[config.mk]
export PLATFORM = sky130hd
export DESIGN_NAME = wb_load_queue
export DESIGN_NICKNAME = d
export VERILOG_FILES = /design/src/rtl/wb_load_queue.sv
export SDC_FILE = /design/constraint.sdc
export NUM_CORES = 1
export LEC_CHECK = 0
export ABC_AREA = 0
export CAP_MARGIN = 20
export CORE_MARGIN = 5
export CORE_UTILIZATION = 55
export CTS_CLUSTER_DIAMETER = 120
export CTS_CLUSTER_SIZE = 28
export DETAILED_ROUTE_END_ITERATION = 7
export GPL_ROUTABILITY_DRIVEN = 1
export PLACE_DENSITY = 0.83
export SLEW_MARGIN = 40
export SYNTH_ARGS = -nofsm -noshare
export SYNTH_HDL_FRONTEND = slang
export SYNTH_SLANG_ARGS = --single-unit
[constraint.sdc]
create_clock -name clk -period 10.8 [get_ports clk]
set_input_delay 2.16 -clock clk [delete_from_list [all_inputs] [get_ports clk]]
set_output_delay 2.16 -clock clk [all_outputs]
set_load 0.01 [all_outputs]
[src/rtl/wb_load_queue.sv]
// In-order write-back queue: buffers MEM-stage results, aligns load data, retires one per cycle.
// Optional feature macro WB_LWLR_EN makes sizes 4/5 (LWL/LWR word merges) legal loads.
module wb_load_queue #(
  parameter int DATA_W     = 32,
  parameter int DEPTH      = 4,
  parameter int REG_ADDR_W = 5,
  parameter int ADDR_W     = 32
) (
  input  logic                        clk,
  input  logic                        resetn,
  input  logic                        flush,
  input  logic                        mem_valid,
  output logic                        mem_ready,
  input  logic                        mem_is_load,
  input  logic                        mem_sign_ext,
  input  logic [2:0]                  mem_size,
  input  logic [$clog2(DATA_W/8)-1:0] mem_addr_low,
  input  logic [DATA_W-1:0]           mem_result,
  input  logic                        mem_reg_we,
  input  logic [REG_ADDR_W-1:0]       mem_reg_waddr,
  input  logic [ADDR_W-1:0]           mem_pc,
  input  logic                        rdata_valid,
  output logic                        rdata_ready,
  input  logic [DATA_W-1:0]           rdata,
  output logic                        wb_valid,
  output logic                        wb_reg_we,
  output logic [REG_ADDR_W-1:0]       wb_reg_waddr,
  output logic [DATA_W-1:0]           wb_reg_wdata,
  output logic                        wb_misalign,
  output logic [ADDR_W-1:0]           debug_pc,
  output logic [DATA_W/8-1:0]         debug_wen
);
  localparam int NB     = DATA_W / 8;
  localparam int AL_W   = $clog2(NB);
  localparam int PTR_W  = $clog2(DEPTH);
  localparam int CNT_W  = PTR_W + 1;
  localparam int DROP_W = CNT_W + 3;

  typedef struct packed {
    logic                  is_load;
    logic                  sign_ext;
    logic [2:0]            size;
    logic [AL_W-1:0]       addr_low;
    logic [DATA_W-1:0]     result;
    logic                  reg_we;
    logic [REG_ADDR_W-1:0] reg_waddr;
    logic [ADDR_W-1:0]     pc;
    logic                  bad;
  } entry_t;

  entry_t                mem_q [DEPTH];
  entry_t                head, enq_entry;
  logic [PTR_W-1:0]      head_q, head_d, tail_q, tail_d, idx;
  logic [CNT_W-1:0]      count_q, count_d;
  logic [DROP_W-1:0]     drop_cnt_q, drop_cnt_d, good_in_q;
  logic                  enq_bad, nonempty, full, head_good, drop_busy, enq, retire;
  logic [DATA_W-1:0]     shifted, lane_mask, load_data;
  logic                  sign_bit;

  logic                  wb_valid_q, wb_valid_d, wb_reg_we_q, wb_reg_we_d;
  logic                  wb_misalign_q, wb_misalign_d;
  logic [REG_ADDR_W-1:0] wb_reg_waddr_q, wb_reg_waddr_d;
  logic [DATA_W-1:0]     wb_reg_wdata_q, wb_reg_wdata_d;
  logic [ADDR_W-1:0]     debug_pc_q, debug_pc_d;
  logic [NB-1:0]         debug_wen_q, debug_wen_d;

  assign head      = mem_q[head_q];
  assign nonempty  = (count_q != '0);
  assign full      = (count_q == CNT_W'(DEPTH));
  assign head_good = head.is_load & ~head.bad;
  assign drop_busy = (drop_cnt_q != '0);

  assign mem_ready   = resetn & ~full;
  assign rdata_ready = drop_busy | (nonempty & head_good & ~flush);
  // While stale responses are pending they are never handed to the head load.
  assign retire = nonempty & ~flush & (~head_good | (rdata_valid & ~drop_busy));
  assign enq    = mem_valid & mem_ready & ~flush;

  always_comb begin
    // NOTE: every combinational output gets a default first so no latch is inferred.
    enq_bad = 1'b0;
    if (mem_is_load) begin
      case (mem_size)
        3'd0:    enq_bad = 1'b0;
        3'd1:    enq_bad = mem_addr_low[0];
        3'd2:    enq_bad = (mem_addr_low[1:0] != 2'd0);
        3'd3:    enq_bad = (DATA_W == 32) || (mem_addr_low != '0);
`ifdef WB_LWLR_EN
        3'd4,
        3'd5:    enq_bad = 1'b0;
`else
        3'd4,
        3'd5:    enq_bad = 1'b1;
`endif
        default: enq_bad = 1'b1;
      endcase
    end
    enq_entry = '{is_load: mem_is_load, sign_ext: mem_sign_ext, size: mem_size,
                  addr_low: mem_addr_low, result: mem_result, reg_we: mem_reg_we,
                  reg_waddr: mem_reg_waddr, pc: mem_pc, bad: enq_bad};
  end

  always_comb begin
    good_in_q = '0;
    idx       = '0;
    for (int i = 0; i < DEPTH; i++) begin
      idx = head_q + PTR_W'(i);
      if (CNT_W'(i) < count_q && mem_q[idx].is_load && !mem_q[idx].bad)
        good_in_q = good_in_q + DROP_W'(1);
    end
  end

  always_comb begin
    head_d     = head_q;
    tail_d     = tail_q;
    count_d    = count_q;
    drop_cnt_d = drop_cnt_q;
    if (flush) begin
      head_d     = '0;
      tail_d     = '0;
      count_d    = '0;
      drop_cnt_d = drop_cnt_q + good_in_q;
    end else begin
      if (enq)    tail_d = tail_q + PTR_W'(1);
      if (retire) head_d = head_q + PTR_W'(1);
      count_d = count_q + CNT_W'(enq) - CNT_W'(retire);
    end
    if (drop_busy && rdata_valid) drop_cnt_d = drop_cnt_d - DROP_W'(1);
  end

`ifdef WB_LWLR_EN
  logic [31:0] word32, old32, merged;
  logic [4:0]  sh;
`endif

  always_comb begin
    shifted   = rdata >> {head.addr_low, 3'b000};
    lane_mask = '1;
    sign_bit  = shifted[DATA_W-1];
    case (head.size)
      3'd0:    begin lane_mask = DATA_W'(8'hFF);         sign_bit = shifted[7];  end
      3'd1:    begin lane_mask = DATA_W'(16'hFFFF);      sign_bit = shifted[15]; end
      3'd2:    begin lane_mask = DATA_W'(32'hFFFF_FFFF); sign_bit = shifted[31]; end
      default: ;
    endcase
    load_data = (shifted & lane_mask) | ((head.sign_ext && sign_bit) ? ~lane_mask : '0);
`ifdef WB_LWLR_EN
    word32 = rdata[31:0];
    if (DATA_W == 64 && head.addr_low[AL_W-1]) word32 = rdata[DATA_W-1 -: 32];
    old32  = head.result[31:0];
    sh     = '0;
    merged = '0;
    if (head.size == 3'd4) begin
      sh        = {2'd3 - head.addr_low[1:0], 3'b000};
      merged    = (word32 << sh) | (old32 & ~(32'hFFFF_FFFF << sh));
      load_data = DATA_W'(signed'(merged));
    end else if (head.size == 3'd5) begin
      sh        = {head.addr_low[1:0], 3'b000};
      merged    = (word32 >> sh) | (old32 & ~(32'hFFFF_FFFF >> sh));
      load_data = DATA_W'(signed'(merged));
    end
`endif
  end

  always_comb begin
    wb_valid_d     = retire;
    wb_reg_we_d    = 1'b0;
    wb_reg_waddr_d = wb_reg_waddr_q;
    wb_reg_wdata_d = wb_reg_wdata_q;
    wb_misalign_d  = wb_misalign_q;
    debug_pc_d     = debug_pc_q;
    if (retire) begin
      wb_reg_waddr_d = head.reg_waddr;
      debug_pc_d     = head.pc;
      wb_misalign_d  = head.is_load & head.bad;
      if (head.is_load && head.bad) begin
        wb_reg_wdata_d = '0;
      end else begin
        wb_reg_we_d    = head.reg_we;
        wb_reg_wdata_d = head.is_load ? load_data : head.result;
      end
    end
    debug_wen_d = {NB{wb_reg_we_d}};
  end

  // NOTE: queue storage is deliberately not reset; only pointers and count qualify entries.
  always_ff @(posedge clk) begin
    if (enq) mem_q[tail_q] <= enq_entry;
  end

  always_ff @(posedge clk or negedge resetn) begin
    // NOTE: sequential state uses non-blocking assignments so all flops update together.
    if (!resetn) begin
      head_q         <= '0;
      tail_q         <= '0;
      count_q        <= '0;
      drop_cnt_q     <= '0;
      wb_valid_q     <= 1'b0;
      wb_reg_we_q    <= 1'b0;
      wb_reg_waddr_q <= '0;
      wb_reg_wdata_q <= '0;
      wb_misalign_q  <= 1'b0;
      debug_pc_q     <= '0;
      debug_wen_q    <= '0;
    end else begin
      head_q         <= head_d;
      tail_q         <= tail_d;
      count_q        <= count_d;
      drop_cnt_q     <= drop_cnt_d;
      wb_valid_q     <= wb_valid_d;
      wb_reg_we_q    <= wb_reg_we_d;
      wb_reg_waddr_q <= wb_reg_waddr_d;
      wb_reg_wdata_q <= wb_reg_wdata_d;
      wb_misalign_q  <= wb_misalign_d;
      debug_pc_q     <= debug_pc_d;
      debug_wen_q    <= debug_wen_d;
    end
  end

  assign wb_valid     = wb_valid_q;
  assign wb_reg_we    = wb_reg_we_q;
  assign wb_reg_waddr = wb_reg_waddr_q;
  assign wb_reg_wdata = wb_reg_wdata_q;
  assign wb_misalign  = wb_misalign_q;
  assign debug_pc     = debug_pc_q;
  assign debug_wen    = debug_wen_q;

endmodule

==> results.py <==
metrics = {
    "yosys": {
        "postSynthRegisterBits": 397,
        "yosys.area_share.xor_xnor": 0.00768,
        "netlist_instances": 855,
        "synthesis.nets": 987,
        "async_set_or_reset_register_ratio_after_synthesis": 0.214,
        "synth.mux.area_fraction": 0.156,
        "post_synthesis_compound_gate_area_fraction": 0.0503,
        "yosys_warnings": 0,
        "synth-edff-count": 312,
        "synth.yosys.seq_area_share": 0.720,
        "synthSimpleGateAreaFrac": 0.0313,
        "synth_top_family_by_area": "multiplexers",
        "syn_avg_cell_area_sq_um": 18.7,
        "netlist-cell-type-count": 49,
        "synthAdderAreaFrac": 0.0150,
        "syn_area_sq_um": 16000,
        "synth_flop_cell": "edfxtp_1",
    },
    "placed_design": {
        "gp_congestion": 0.802,
        "port-buffer-count": 191,
        "detailedPlacementHpwl_mm": 21.0,
        "preCtsSetupSlack_ns": 4.74,
    },
    "job": {
        "max-cap-violations": 0,
    },
    "drt": {
        "drt-initial-drc-count": 647,
        "num_vias": 8412,
        "total_drc_errors_in_the_routed_layout": 0,
        "drtAntennaViolNets": 0,
        "drt-total-wl_mm": 32.5,
        "routed_wire_length_per_instance_microns": 22.8,
        "dr.pass1.iters": 8,
        "drt-vias-per-instance": 5.90,
    },
    "hold_path": {
        "worst_hold_path_type": "reg2reg",
    },
    "power_and_ir_drop": {
        "power.internal_mw": 3.07,
        "power_mw": 4.44,
        "netSwitchingPower_mw": 1.37,
        "sequentialPowerShare": 0.451,
        "power_leakage_nw": 6.33,
        "irDropWorstVdd_uv": 163,
        "p_comb_frac": 0.371,
        "share_clk_of_total_power": 0.178,
        "power-per-cell-area_nw_per_um2": 236,
        "p_sw_frac": 0.308,
    },
    "cts": {
        "tritoncts": "done",
        "cts-root-to-sink-buffers": 3,
        "clock_sink_count": 397,
        "clock-root-buffer": "clkbuf_16",
        "clkTransAtPathRegs_ns": 0.10,
        "cts.repair_timing.setup_buffer_count": 0,
        "post_cts_hold_buffer_count": 0,
        "worstSkewPairLatency_ns": 0.53,
        "ctsHtreeMaxLevel": 1,
        "cts_inserted_buffers": 18,
        "cts_repair_resize_count": 0,
    },
    "final_layout": {
        "fraction_of_layout_instances_using_a_drive_strength_above_1": 0.157,
        "num-nets-final": 1162,
        "layout.cells.most_common_list": "312 x edfxtp_1, 190 x clkdlybuf4s50_1, 83 x dfrtp_1",
        "area_growth_syn_to_layout_pct": 17.8,
        "final_common_cell": "edfxtp_1",
        "diodes": 0,
    },
    "sta": {
        "max_freq_mhz": 165,
        "finalClockSkew_ns": 0.0257,
        "timing.max_slew.rel_slack": 0.435,
        "timing_worst_slew_pin_value_ns": 0.848,
        "min_period_ns": 6.05,
        "rsz0062_at_grt": "no",
        "setup_viol": 0,
        "period_share": 0.560,
        "maxSlewViolCount": 0,
        "finalWorstSetupSlack_ns": 4.75,
        "final.setup.tns_ns": 0,
        "hold_violations": 0,
    },
    "global_route": {
        "grt_antenna_before_repair": 6,
        "gr-usage-all-layers": 0.200,
        "grt-ovfl-total": 0,
        "grt_start_max_net_pins": 64,
        "grt_first_pass_wirelength_mm": 51.3,
        "first_global_vias": 8910,
    },
    "worst_setup_path": {
        "timing.critical_path.fanout_max": 15,
        "cp.required_ns": 8.64,
        "start_kind": "primary input",
        "setup.worst_path.class": "in2out",
        "worst_ep_arrival_time_ns": 3.89,
        "cp-end-kind": "output port",
    },
    "die": {
        "chipWidth_microns": 180,
        "io_pins": 192,
        "placement_rows": 62,
        "core_area_sq_um": 28700,
        "fp.dieH_microns": 180,
        "design.die.area_sq_um": 32500,
        "floorplan.initialDensity": 0.556,
    },
    "status": {
        "status": "finished, final reports clean",
    },
}
per-layer routing:
metal | GRT usage | up-vias | wire, microns
li1 | - | 3712 | -
met5 | 0 | - | 86
met2 | 0.330 | 286 | 16200
met4 | 0.0393 | 12 | 584
met3 | 0.0446 | 58 | 2290
met1 | 0.283 | 4344 | 13400
sequential cells by signal (all words and copies together) (netlist names), 2 cells and up:
name,count
count_q,3
tail_q,2
debug_pc,32
head_q,2
mem_q,312
drop_cnt_q,6
wb_reg_wdata,32
wb_reg_waddr,5
synth_stat cells (10+ instances only):
master,number,area (sq um)
a21oi_1,23,115
buf_2,16,80.1
o21a_1,10,75.1
nor2_1,30,113
mux2_2,39,439
edfxtp_1,312,9370
mux4_2,78,1760
nand2_1,33,124
a211oi_1,14,105
ha_1,16,200
o21ai_0,12,60.1
dfrtp_1,85,2130
o22a_1,17,149
inv_1,16,60.1
mux2i_1,25,250
nor2b_1,21,131
clkbuf_1,15,56.3
path summary, 6_finish.rpt:
path	start	end	slack (ns)	cells past startpoint
min in group asynchronous	resetn	drop_cnt_q[3]	1.65	1
max in group asynchronous	resetn	wb_reg_waddr[3]	8.03	2
hold reg to reg	debug_pc[11]	debug_pc[11]	0.52	1
hold / removal	debug_pc[11]	debug_pc[11]	0.52	1
setup reg to reg	head_q[0]	drop_cnt_q[4]	5.38	16
setup / recovery	flush	rdata_ready	4.75	4
cell families after synthesis:
logic type / after synthesis
buffers and inverters: 65
other: 1
multiplexers: 144
flip-flops: 397
adder cells (fa/ha/maj): 18
AND/OR/NAND/NOR: 103
XOR/XNOR: 14
AO/OA/AOI/OAI: 113
power by group through the flow:
stage,registers (mW),logic (mW),clock network (mW)
6_report,2.00,1.65,0.789
5_1_grt,2.03,1.80,0.871
4_1_cts,2.03,1.63,0.811
3_5_place_dp,2.06,1.62,0
3_3_place_gp,2.06,1.57,0
2_1_floorplan,2.03,1.04,0
area by class of cell:
type                            count  area (sq um)
Fill cell                        1942          9890
Sequential cell                   397         11500
Clock inverter                      1          30.0
Clock buffer                       31           520
Multi-Input combinational cell    393          4180
Inverter                           17          63.8
Tap cell                          384           480
Timing Repair Buffer              203          2040
worst max-delay path, stage by stage:
cell	delay, ns
clkdlybuf4s50_1	0.71
a21oi_1	0.33
a21o_1	0.15
clkdlybuf4s50_1	0.53
per-stage QoR:
stage	cells	hold slack (ns)	utilization	cell area (sq um)
final	1426	0.516	0.656	18800
after global routing	1426	0.527	0.656	18800
after CTS	1425	0.514	0.655	18800
after detailed placement	1393	0.489	0.636	18200
after global placement	1391	0.476	0.634	18200
after floorplan	855	0.531	-	16000
Note: power is estimated with default switching activity, not from simulation.
